==> src/rtl/multicycle_control.sv <==
// Multicycle MIPS-subset control unit: Moore FSM steering the shared-memory datapath.
// Latency: lw 5, sw/R-type/addi 4, beq/j 3 cycles; outputs decode from the registered state.
// Backpressure: FETCH, MEMRD and MEMWR hold while mem_ready is low; reset overrides every wait.
module multicycle_control (
  input  logic       clk,
  input  logic       reset,
  input  logic [5:0] opcode,
  input  logic       mem_ready,
  output logic       pc_write,
  output logic       pc_write_cond,
  output logic       i_or_d,
  output logic       mem_read,
  output logic       mem_write,
  output logic       ir_write,
  output logic       mem_to_reg,
  output logic       reg_dest,
  output logic       reg_write,
  output logic       alu_src_a,
  output logic [1:0] alu_src_b,
  output logic [1:0] pc_source,
  output logic [1:0] alu_op,
  output logic [3:0] state,
  output logic       illegal_op
);

  typedef enum logic [3:0] {
    S_FETCH  = 4'd0,
    S_DECODE = 4'd1,
    S_MEMADR = 4'd2,
    S_MEMRD  = 4'd3,
    S_MEMWB  = 4'd4,
    S_MEMWR  = 4'd5,
    S_EXEC   = 4'd6,
    S_ALUWB  = 4'd7,
    S_BRANCH = 4'd8,
    S_JUMP   = 4'd9,
    S_ADDIEX = 4'd10,
    S_ADDIWB = 4'd11
  } state_t;

  localparam logic [5:0] OP_LW   = 6'b100011;
  localparam logic [5:0] OP_SW   = 6'b101011;
  localparam logic [5:0] OP_RTYP = 6'b000000;
  localparam logic [5:0] OP_BEQ  = 6'b000100;
  localparam logic [5:0] OP_J    = 6'b000010;
  localparam logic [5:0] OP_ADDI = 6'b001000;

  state_t state_q;
  logic   illegal_q;

  // State register plus the registered illegal-opcode pulse, seen during the FETCH after DECODE.
  always_ff @(posedge clk) begin
    if (reset) begin
      state_q   <= S_FETCH;
      illegal_q <= 1'b0;
    end else begin
      illegal_q <= 1'b0;
      case (state_q)
        S_FETCH:  if (mem_ready) state_q <= S_DECODE;
        S_DECODE: begin
          case (opcode)
            OP_LW, OP_SW: state_q <= S_MEMADR;
            OP_RTYP:      state_q <= S_EXEC;
            OP_BEQ:       state_q <= S_BRANCH;
            OP_J:         state_q <= S_JUMP;
            OP_ADDI:      state_q <= S_ADDIEX;
            default: begin
              state_q   <= S_FETCH;
              illegal_q <= 1'b1;
            end
          endcase
        end
        S_MEMADR: state_q <= (opcode == OP_LW) ? S_MEMRD : S_MEMWR;
        S_MEMRD:  if (mem_ready) state_q <= S_MEMWB;
        S_MEMWB:  state_q <= S_FETCH;
        S_MEMWR:  if (mem_ready) state_q <= S_FETCH;
        S_EXEC:   state_q <= S_ALUWB;
        S_ALUWB:  state_q <= S_FETCH;
        S_BRANCH: state_q <= S_FETCH;
        S_JUMP:   state_q <= S_FETCH;
        S_ADDIEX: state_q <= S_ADDIWB;
        S_ADDIWB: state_q <= S_FETCH;
        default:  state_q <= S_FETCH;
      endcase
    end
  end

  // Control decode from the current state; only the FETCH write strobes look at mem_ready.
  always_comb begin
    pc_write      = 1'b0;
    pc_write_cond = 1'b0;
    i_or_d        = 1'b0;
    mem_read      = 1'b0;
    mem_write     = 1'b0;
    ir_write      = 1'b0;
    mem_to_reg    = 1'b0;
    reg_dest      = 1'b0;
    reg_write     = 1'b0;
    alu_src_a     = 1'b0;
    alu_src_b     = 2'd0;
    pc_source     = 2'd0;
    alu_op        = 2'd0;
    case (state_q)
      S_FETCH: begin
        mem_read  = 1'b1;
        alu_src_b = 2'd1;
        ir_write  = mem_ready;
        pc_write  = mem_ready;
      end
      S_DECODE: alu_src_b = 2'd3;
      S_MEMADR: begin
        alu_src_a = 1'b1;
        alu_src_b = 2'd2;
      end
      S_MEMRD: begin
        mem_read = 1'b1;
        i_or_d   = 1'b1;
      end
      S_MEMWB: begin
        reg_write  = 1'b1;
        mem_to_reg = 1'b1;
      end
      S_MEMWR: begin
        mem_write = 1'b1;
        i_or_d    = 1'b1;
      end
      S_EXEC: begin
        alu_src_a = 1'b1;
        alu_op    = 2'd2;
      end
      S_ALUWB: begin
        reg_dest  = 1'b1;
        reg_write = 1'b1;
      end
      S_BRANCH: begin
        alu_src_a     = 1'b1;
        alu_op        = 2'd1;
        pc_write_cond = 1'b1;
        pc_source     = 2'd1;
      end
      S_JUMP: begin
        pc_write  = 1'b1;
        pc_source = 2'd2;
      end
      S_ADDIEX: begin
        alu_src_a = 1'b1;
        alu_src_b = 2'd2;
      end
      S_ADDIWB: reg_write = 1'b1;
      default: ;
    endcase
  end

  assign state      = state_q;
  assign illegal_op = illegal_q;

endmodule

==> config.mk <==
export PLATFORM = sky130hd
export DESIGN_NAME = multicycle_control
export DESIGN_NICKNAME = d
export VERILOG_FILES = /design/src/rtl/multicycle_control.sv
export SDC_FILE = /design/constraint.sdc
export NUM_CORES = 1
export LEC_CHECK = 0
export CAP_MARGIN = 20
export CORE_MARGIN = 2
export CORE_UTILIZATION = 30
export CTS_CLUSTER_SIZE = 30
export DETAILED_ROUTE_END_ITERATION = 7
export HOLD_SLACK_MARGIN = 0.02
export PLACE_DENSITY = 0.71
export SLEW_MARGIN = 25
export SYNTH_ARGS = -nofsm -noshare
export SYNTH_HDL_FRONTEND = slang
export SYNTH_SLANG_ARGS = --single-unit
==> constraint.sdc <==
create_clock -name clk -period 1.4 [get_ports clk]
set_input_delay 0.28 -clock clk [delete_from_list [all_inputs] [get_ports clk]]
set_output_delay 0.28 -clock clk [all_outputs]
set_load 0.05 [all_outputs]
Yosys cells after proc, flatten, opt, wreduce, memory -nomap -nowiden
Index checks and enable logic that the tools add are counted.

Register bits: 5. Bits of input ports: 9. Output and inout bits: 21. Word-level logic and storage cells: 53.

Equal/unequal tests: 19. Muxes and demuxes: 20. Bitwise logic cells: 1. Reduce and logical (&&, ||, !) cells: 11.

Operator list (count): case mux 4 bit (7 select lines) (1); case mux 4 bit (5 select lines) (1); == test 4 x 3 -> 1 bit (second input constant) (4); == test 4 bit (second input constant) (4); == test 6 bit (second input constant) (2); two-way mux 4 bit (3); two-way mux 1 bit (10); OR reduction 2 bit (5); == test 4 x 2 -> 1 bit (second input constant) (2); case mux 2 bit (2 select lines) (2); == test 6 x 2 -> 1 bit (second input constant) (1); == test 6 x 3 -> 1 bit (second input constant) (1); == test 6 x 4 -> 1 bit (second input constant) (1); zero test 6 bit (1); inequality test 2 bit (second input constant) (3); case mux 2 bit (3 select lines) (1); OR reduction 6 bit (1); == test 4 x 1 -> 1 bit (second input constant) (1); zero test 4 bit (1); OR reduction 4 bit (1); two-way mux 3 bit (1); AND reduction 3 bit (1); OR reduction 3 bit (1); case mux 1 bit (2 select lines) (1); NOT 1 bit (1).

Depth between registers and ports, before layout
Gate-level depths: netlist of the first run.

Depth in word-level cells: 4. Depth in mapped cells: 5. Depth with buffers taken out: 4.

Worst setup path after synthesis of the first run
Ideal clock, no wire load.

Kind: register -> output. Start point: reg state_q[0], in the netlist state[0]. End point: out mem_read. Arrival: 2.479 ns. Path slack: -1.359 ns. Stages on the path, launching flop included: 3. Path buffers: 0. Cells stage by stage: dfxtp_1 -> and2b_1 -> nor4_1.

Longest elaborated chain between the ends: 3. Elaborated cells on any way between the ends: 4. Classes of those cells: 1 x eq/ne; 1 x mux; 2 x reduce/logical.

Ends and longest elaborated chain: start: declaration (line 48) `state_t state_q;`; start signal: assignment (line 73) `S_MEMADR: state_q <= (opcode == OP_LW) ? S_MEMRD : S_MEMWR;`; == test 4 x 2 -> 1 bit / zero test 4 bit (equally long branches) (line 103) `case (state_q)`; OR reduction 2 bit (no line) (*); two-way mux 1 bit (*) (line 103); end: declaration (line 12) `output logic mem_read,`.

Every way passes the cells marked *; elsewhere a longest branch is shown, timed or not.

Worst setup path after layout of the first run
Start point: reg state_q[1], in the netlist state[1]. End point: out reg_write.

Longest elaborated chain between the ends: 3. Elaborated cells on any way between the ends: 5. Classes of those cells: 3 x eq/ne; 1 x mux; 1 x reduce/logical.

Ends and longest elaborated chain: == test 4 bit / == test 4 x 3 -> 1 bit (equally long branches) (line 103); OR reduction 3 bit (no line) (*); two-way mux 1 bit (*) (line 103); end: declaration (line 17) `output logic reg_write,`.

Marked as above.

==> results.toml, run 1 <==
[status]
outcome = "finished with violations"
violations = "setup timing"

[drt]
remaining_drc_errors = 0
wl_per_cell_um = 17.1
antenna_left = 0
wl_um = 2910
vias_per_cell = 5.29
num_vias = 899
drt_iter0_markers = 22
firstDrtPassIters = 4

[yosys]
synth_area_leaders = "dfxtp_1 (17%), nor2_1 (8.7%), buf_4 (6.2%)"
syn_area_per_cell_um2 = 7.55
synth_cells = 80
synth.distinct_cells = 34
synth_area_leader_cell = "dfxtp_1"
ys.flop_type = "dfxtp_1"
synth_common_cells = "nor2_1 (14), nand2_1 (8), o21ai_0 (6)"
async_reset_ff_share_pct = 0
synth_top_cell_area_share_pct = 16.6
yosysMostFrequentCell = "nor2_1"
syn_area_um2 = 604
synth-seq-area-share_pct = 16.6
synth_enable_flop_cells = 0
synth_nets = 89
yosys_warnings = 0
ys_ff_latch = 5

[final_layout]
utilization_pct = 85.3
insertedDiodeCount = 0
drive_gt1_share_pct = 68.5
stdcell_area_um2 = 1640
area_growth_pct = 171
final_nets = 153

[placed_design]
place.port_buffers = 29
dpl.hpwl_um = 1650
place_congestion = 0.845
placed_area_um2 = 1360

[critical_path]
timing.rr.end = "state[0]$_SDFFE_PP0P_"
slowest_delay_ns = 0.38
arrival_ns = 1.37
start_kind = "flop"
path_class = "reg -> out"
r2r_start = "state[3]$_SDFFE_PP0P_"
r2r_setup_slack_ns = 0.05
end_kind = "output pin"
ff2ff_path_depth = 7
worst-path-buf-inv = 2
required_ns = 1.12
cp_max_fo = 7
crit_family = "flip-flops"
path_cells = "buf_6 -> nor4b_4 -> o21bai_4 -> buf_12"
critPathSlowestCell = "dfxtp_4"

[global_routing]
grt_first_pass_wirelength_um = 3900
grt_usage_pct = 21.2
grt_pass1_vias = 854
antenna_found_initial = 0
grt.overflow.total = 0
grt_max_degree = 13

[power]
p_leak_uw = 0.000716
p_per_area_nw_per_um2 = 413
peakVddDrop_mv = 0.306

[cts]
clock_latency_ns = 0.26
clockBufferDepth = 2
cts_root_buf = "clkbuf_4"
cts_tree = "yes"
clock_sinks = 5
cts_inserted_buffers = 3
htreeDepth = 1
path_clk_slew_ns = 0.04

[die]
start_util_pct = 31.4
die_h_um = 48.9
num_rows = 16
pin_count = 30
core_um2 = 1920
dieWidth_um = 48.9
dieArea_um2 = 2390

[timing]
layout_setup_ws_ns = -0.247
finalSetupViolations = 16
final_min_period_over_clock_period_pct = 118
finalMaxSlewViolations = 0
fin_crit_ns = 1.65
tightest_slew_ns = 0.298
clock.fmax_mhz = 607
hold_viol = 0
finClkSkew_ns = 0.0109
grt_setup_unrepaired = "true"
relSlewSlack_pct = 80.0

[worst_hold_path]
hold_end = "illegal_op$_SDFF_PP0_"
hold_depth = 4
hold_path.class = "in -> reg"
hp-start = "opcode[1]"

[run]
max-cap-violations = 0
layout make-up:
| class | count | area, um2 |
|---|---|---|
| inverter | 1 | 3.75 |
| multi-input combinational | 67 | 609 |
| tap | 27 | 33.8 |
| fill | 98 | 283 |
| timing repair buffer | 66 | 851 |
| clock buffer | 4 | 26.3 |
| sequential | 5 | 115 |
metrics by stage:
step / hold WS, ns / power [uW] / setup slack (ns) / setup TNS (ns) / std cells
5_1_grt: 0.601 / 701 / -0.295 / -3.66 / 170
6_report: 0.560 / 678 / -0.247 / -2.81 / 170
4_1_cts: 0.617 / 661 / -0.253 / -2.62 / 161
2_1_floorplan: 0.446 / 296 / -0.560 / -3.14 / 80
3_5_place_dp: 0.718 / 464 / -0.329 / -1.39 / 150
3_3_place_gp: 0.698 / 455 / -0.271 / -1.14 / 150
per-layer routing:
metal	wire length, um	global-route usage, %	vias up
li1	-	-	412
met1	1070	23.0	424
met2	1540	39.3	50
met3	158	3.37	13
met4	133	11.0	0
met5	0	0	-
flip-flops by register name, summed over array words and instances (netlist names):
register and cells:
illegal_op 1, state 4
worst max path at each step:
stage / from / end / depth (start not counted)
2_1_floorplan: state[2]$_SDFFE_PP0P_ / reg_write / 4
3_3_place_gp: mem_ready / pc_write / 5
3_5_place_dp: mem_ready / pc_write / 5
4_1_cts: state[0]$_SDFFE_PP0P_ / pc_write / 4
5_1_grt: state[1]$_SDFFE_PP0P_ / reg_write / 4
6_report: state[1]$_SDFFE_PP0P_ / reg_write / 4
repair_timing:
item / in CTS / in global routing
hold buffers: 0 / 0
endpoints found under the setup margin: 16 / 19
setup buffers: 7 / 9
gates resized for setup: 17 / 18
cloned: 0 / 1
pin swaps: 7 / 12
cell usage in the layout, fill, tap and decap left out, drive strengths merged, types with 3 or more instances in the layout:
| cell | n |
|---|---|
| nor3 | 5 |
| nor4 | 3 |
| nor2 | 16 |
| nand2 | 8 |
| clkdlybuf4s50 | 5 |
| dfxtp | 5 |
| clkbuf | 5 |
| o21ai | 8 |
| buf | 57 |
| o211ai | 3 |
where the power goes:
part | internal, uW | switching (uW) | total [uW]
registers | 142 | 9.41 | 152
logic | 169 | 171 | 339
clock network | 109 | 77.3 | 186
worst reg2reg max path, stage by stage (launching register included):
cell     delay [ns]
dfxtp_4        0.41
buf_6          0.15
buf_6          0.11
nand2_4        0.05
buf_4          0.15
a21oi_4        0.12
o21ai_2        0.07
a22o_1         0.20
kinds of logic after synthesis:
family          after synthesis  synth area share [%]
compound gates               18                  21.3
xor+xnor                      3                  4.35
buf+inv                       8                  10.6
flops                         5                  16.6
mux                           1                  1.86
simple gates                 45                  45.3
Note: power is estimated with default switching activity, not from simulation.
==> run 2, diff against run 1 <==
CTS_BUF_LIST = sky130_fd_sc_hd__clkbuf_4   (was not set)
==> run 2 against run 1 <==
Net effect: the flow still finishes with violations (setup timing); design area down 2.7%; non-clock buffer count down 4; critical path depth unchanged; sequential share of layout area up 0.20 points; clock-buffer cell count unchanged.
==> results.toml, run 2 (same netlist as run 1, synthesis figures left out) <==
[drt]
vias_per_cell = 5.15
wl_um = 2720
firstDrtPassIters = 4
wl_per_cell_um = 16.4
num_vias = 855
drt_iter0_markers = 16
remaining_drc_errors = 0
antenna_left = 0

[placed_design]
place_ws_ns = -0.329
dpl.hpwl_um = 1650
placed_area_um2 = 1360
place_congestion = 0.845
place.port_buffers = 29

[timing]
finClkSkew_ns = 0.00593
finalSetupViolations = 16
holdWs_ns = 0.616
hold_viol = 0
tightest_slew_ns = 0.293
final_min_period_over_clock_period_pct = 122
fin_crit_ns = 1.71
finalMaxSlewViolations = 0
clock.fmax_mhz = 585
grt_setup_unrepaired = "true"
relSlewSlack_pct = 80.3
layout_setup_ws_ns = -0.308

[final_layout]
largest_register_ffs = 4
fillers = 108
final_nets = 149
drive_gt1_share_pct = 67.6
layout_common_cells = "buf_12 (23), buf_4 (22), buf_6 (9), nor2_1 (7)"
stdcell_area_um2 = 1590
insertedDiodeCount = 0
final_common_cell = "buf_12"
area_growth_pct = 164

[power]
peakVddDrop_mv = 0.332
p_per_area_nw_per_um2 = 433
p_total_uw = 690
p_leak_uw = 0.000671

[cts]
htreeDepth = 1
clock_latency_ns = 0.26
holdBufCountCts = 0
cts_tree = "yes"
cts_root_buf = "clkbuf_4"
clockBufferDepth = 2
clock_sinks = 5
path_clk_slew_ns = 0.04
cts_inserted_buffers = 3

[critical_path]
r2r_start = "state[2]$_SDFFE_PP0P_"
cp.depth = 4
crit_family = "flip-flops"
r2r_setup_slack_ns = 0.04
end_kind = "output pin"
slowest_delay_ns = 0.37
ff2ff_path_depth = 7
timing.rr.end = "state[0]$_SDFFE_PP0P_"
worst-path-buf-inv = 2
required_ns = 1.12
path_cells = "buf_6 -> nor4b_4 -> o21bai_4 -> buf_12"
cp_max_fo = 6
start_kind = "flop"
worstSetupEndpoint = "reg_write"
arrival_ns = 1.43
worstSetupStartpoint = "state[1]$_SDFFE_PP0P_"
critPathSlowestCell = "dfxtp_4"
path_class = "reg -> out"

[global_routing]
grt_usage_pct = 20.3
grt.overflow.total = 0
antenna_found_initial = 0
grt_pass1_vias = 851
grt_first_pass_wirelength_um = 3780
grt_max_degree = 13

[status]
violations = "setup timing"
outcome = "finished with violations"

[die]
pin_count = 30
num_rows = 16
core_um2 = 1920
dieArea_um2 = 2390
dieWidth_um = 48.9
die_h_um = 48.9
start_util_pct = 31.4

[worst_hold_path]
hold_path.class = "in -> reg"
hp-start = "opcode[1]"
hold_depth = 3

[run]
max-cap-violations = 0
==> run 2: metrics by stage <==
step / instances / utilization (%) / TNS, ns
3_5_place_dp: 150 / 70.5 / -1.39
3_3_place_gp: 150 / 70.5 / -1.14
6_report: 166 / 82.9 / -2.73
4_1_cts: 160 / 76.2 / -2.66
2_1_floorplan: 80 / - / -3.14
5_1_grt: 166 / 82.9 / -3.39
==> run 2: worst min path at each step <==
stage | endpoint | slack, ns
finish | state[3]$_SDFFE_PP0P_ | 0.62
global route | state[3]$_SDFFE_PP0P_ | 0.65
CTS | state[0]$_SDFFE_PP0P_ | 0.62
detailed placement | state[1]$_SDFFE_PP0P_ | 0.72
global placement | state[2]$_SDFFE_PP0P_ | 0.70
floorplan | state[2]$_SDFFE_PP0P_ | 0.45
==> run 2: layout make-up <==
cell class | instances | area (um2) | area share (%)
multi-input combinational | 67 | 603 | 37.8
inverter | 1 | 3.75 | 0.235
sequential | 5 | 115 | 7.22
clock buffer | 4 | 30.0 | 1.88
timing repair buffer | 62 | 808 | 50.7
tap | 27 | 33.8 | 2.12
==> run 2: tightest hold or removal path: stages <==
cell	delay, ns
dlymetal6s2s_1	0.20
o211ai_1	0.25
o21ai_1	0.09
==> run 2: layer usage <==
layer | GRT usage [%] | routed length [um]
met1 | 21.7 | 1020
met2 | 37.9 | 1500
met3 | 3.07 | 111
met4 | 11.0 | 86
met5 | 0 | 0
==> run 2: what timing repair did <==
| action | in CTS | in global routing |
|---|---|---|
| pin swaps | 6 | 10 |
| setup buffers | 6 | 6 |
| cloned | 0 | 0 |
| gates resized for setup | 14 | 18 |
| endpoints found under the setup margin | 16 | 17 |
| endpoints found under the hold margin | 0 | 0 |
==> run 2: power breakdown <==
| group | internal [uW] | total (uW) | switching (uW) |
|---|---|---|---|
| Combinational | 167 | 338 | 171 |
| Sequential | 143 | 151 | 8.97 |
| Clock | 128 | 201 | 72.6 |
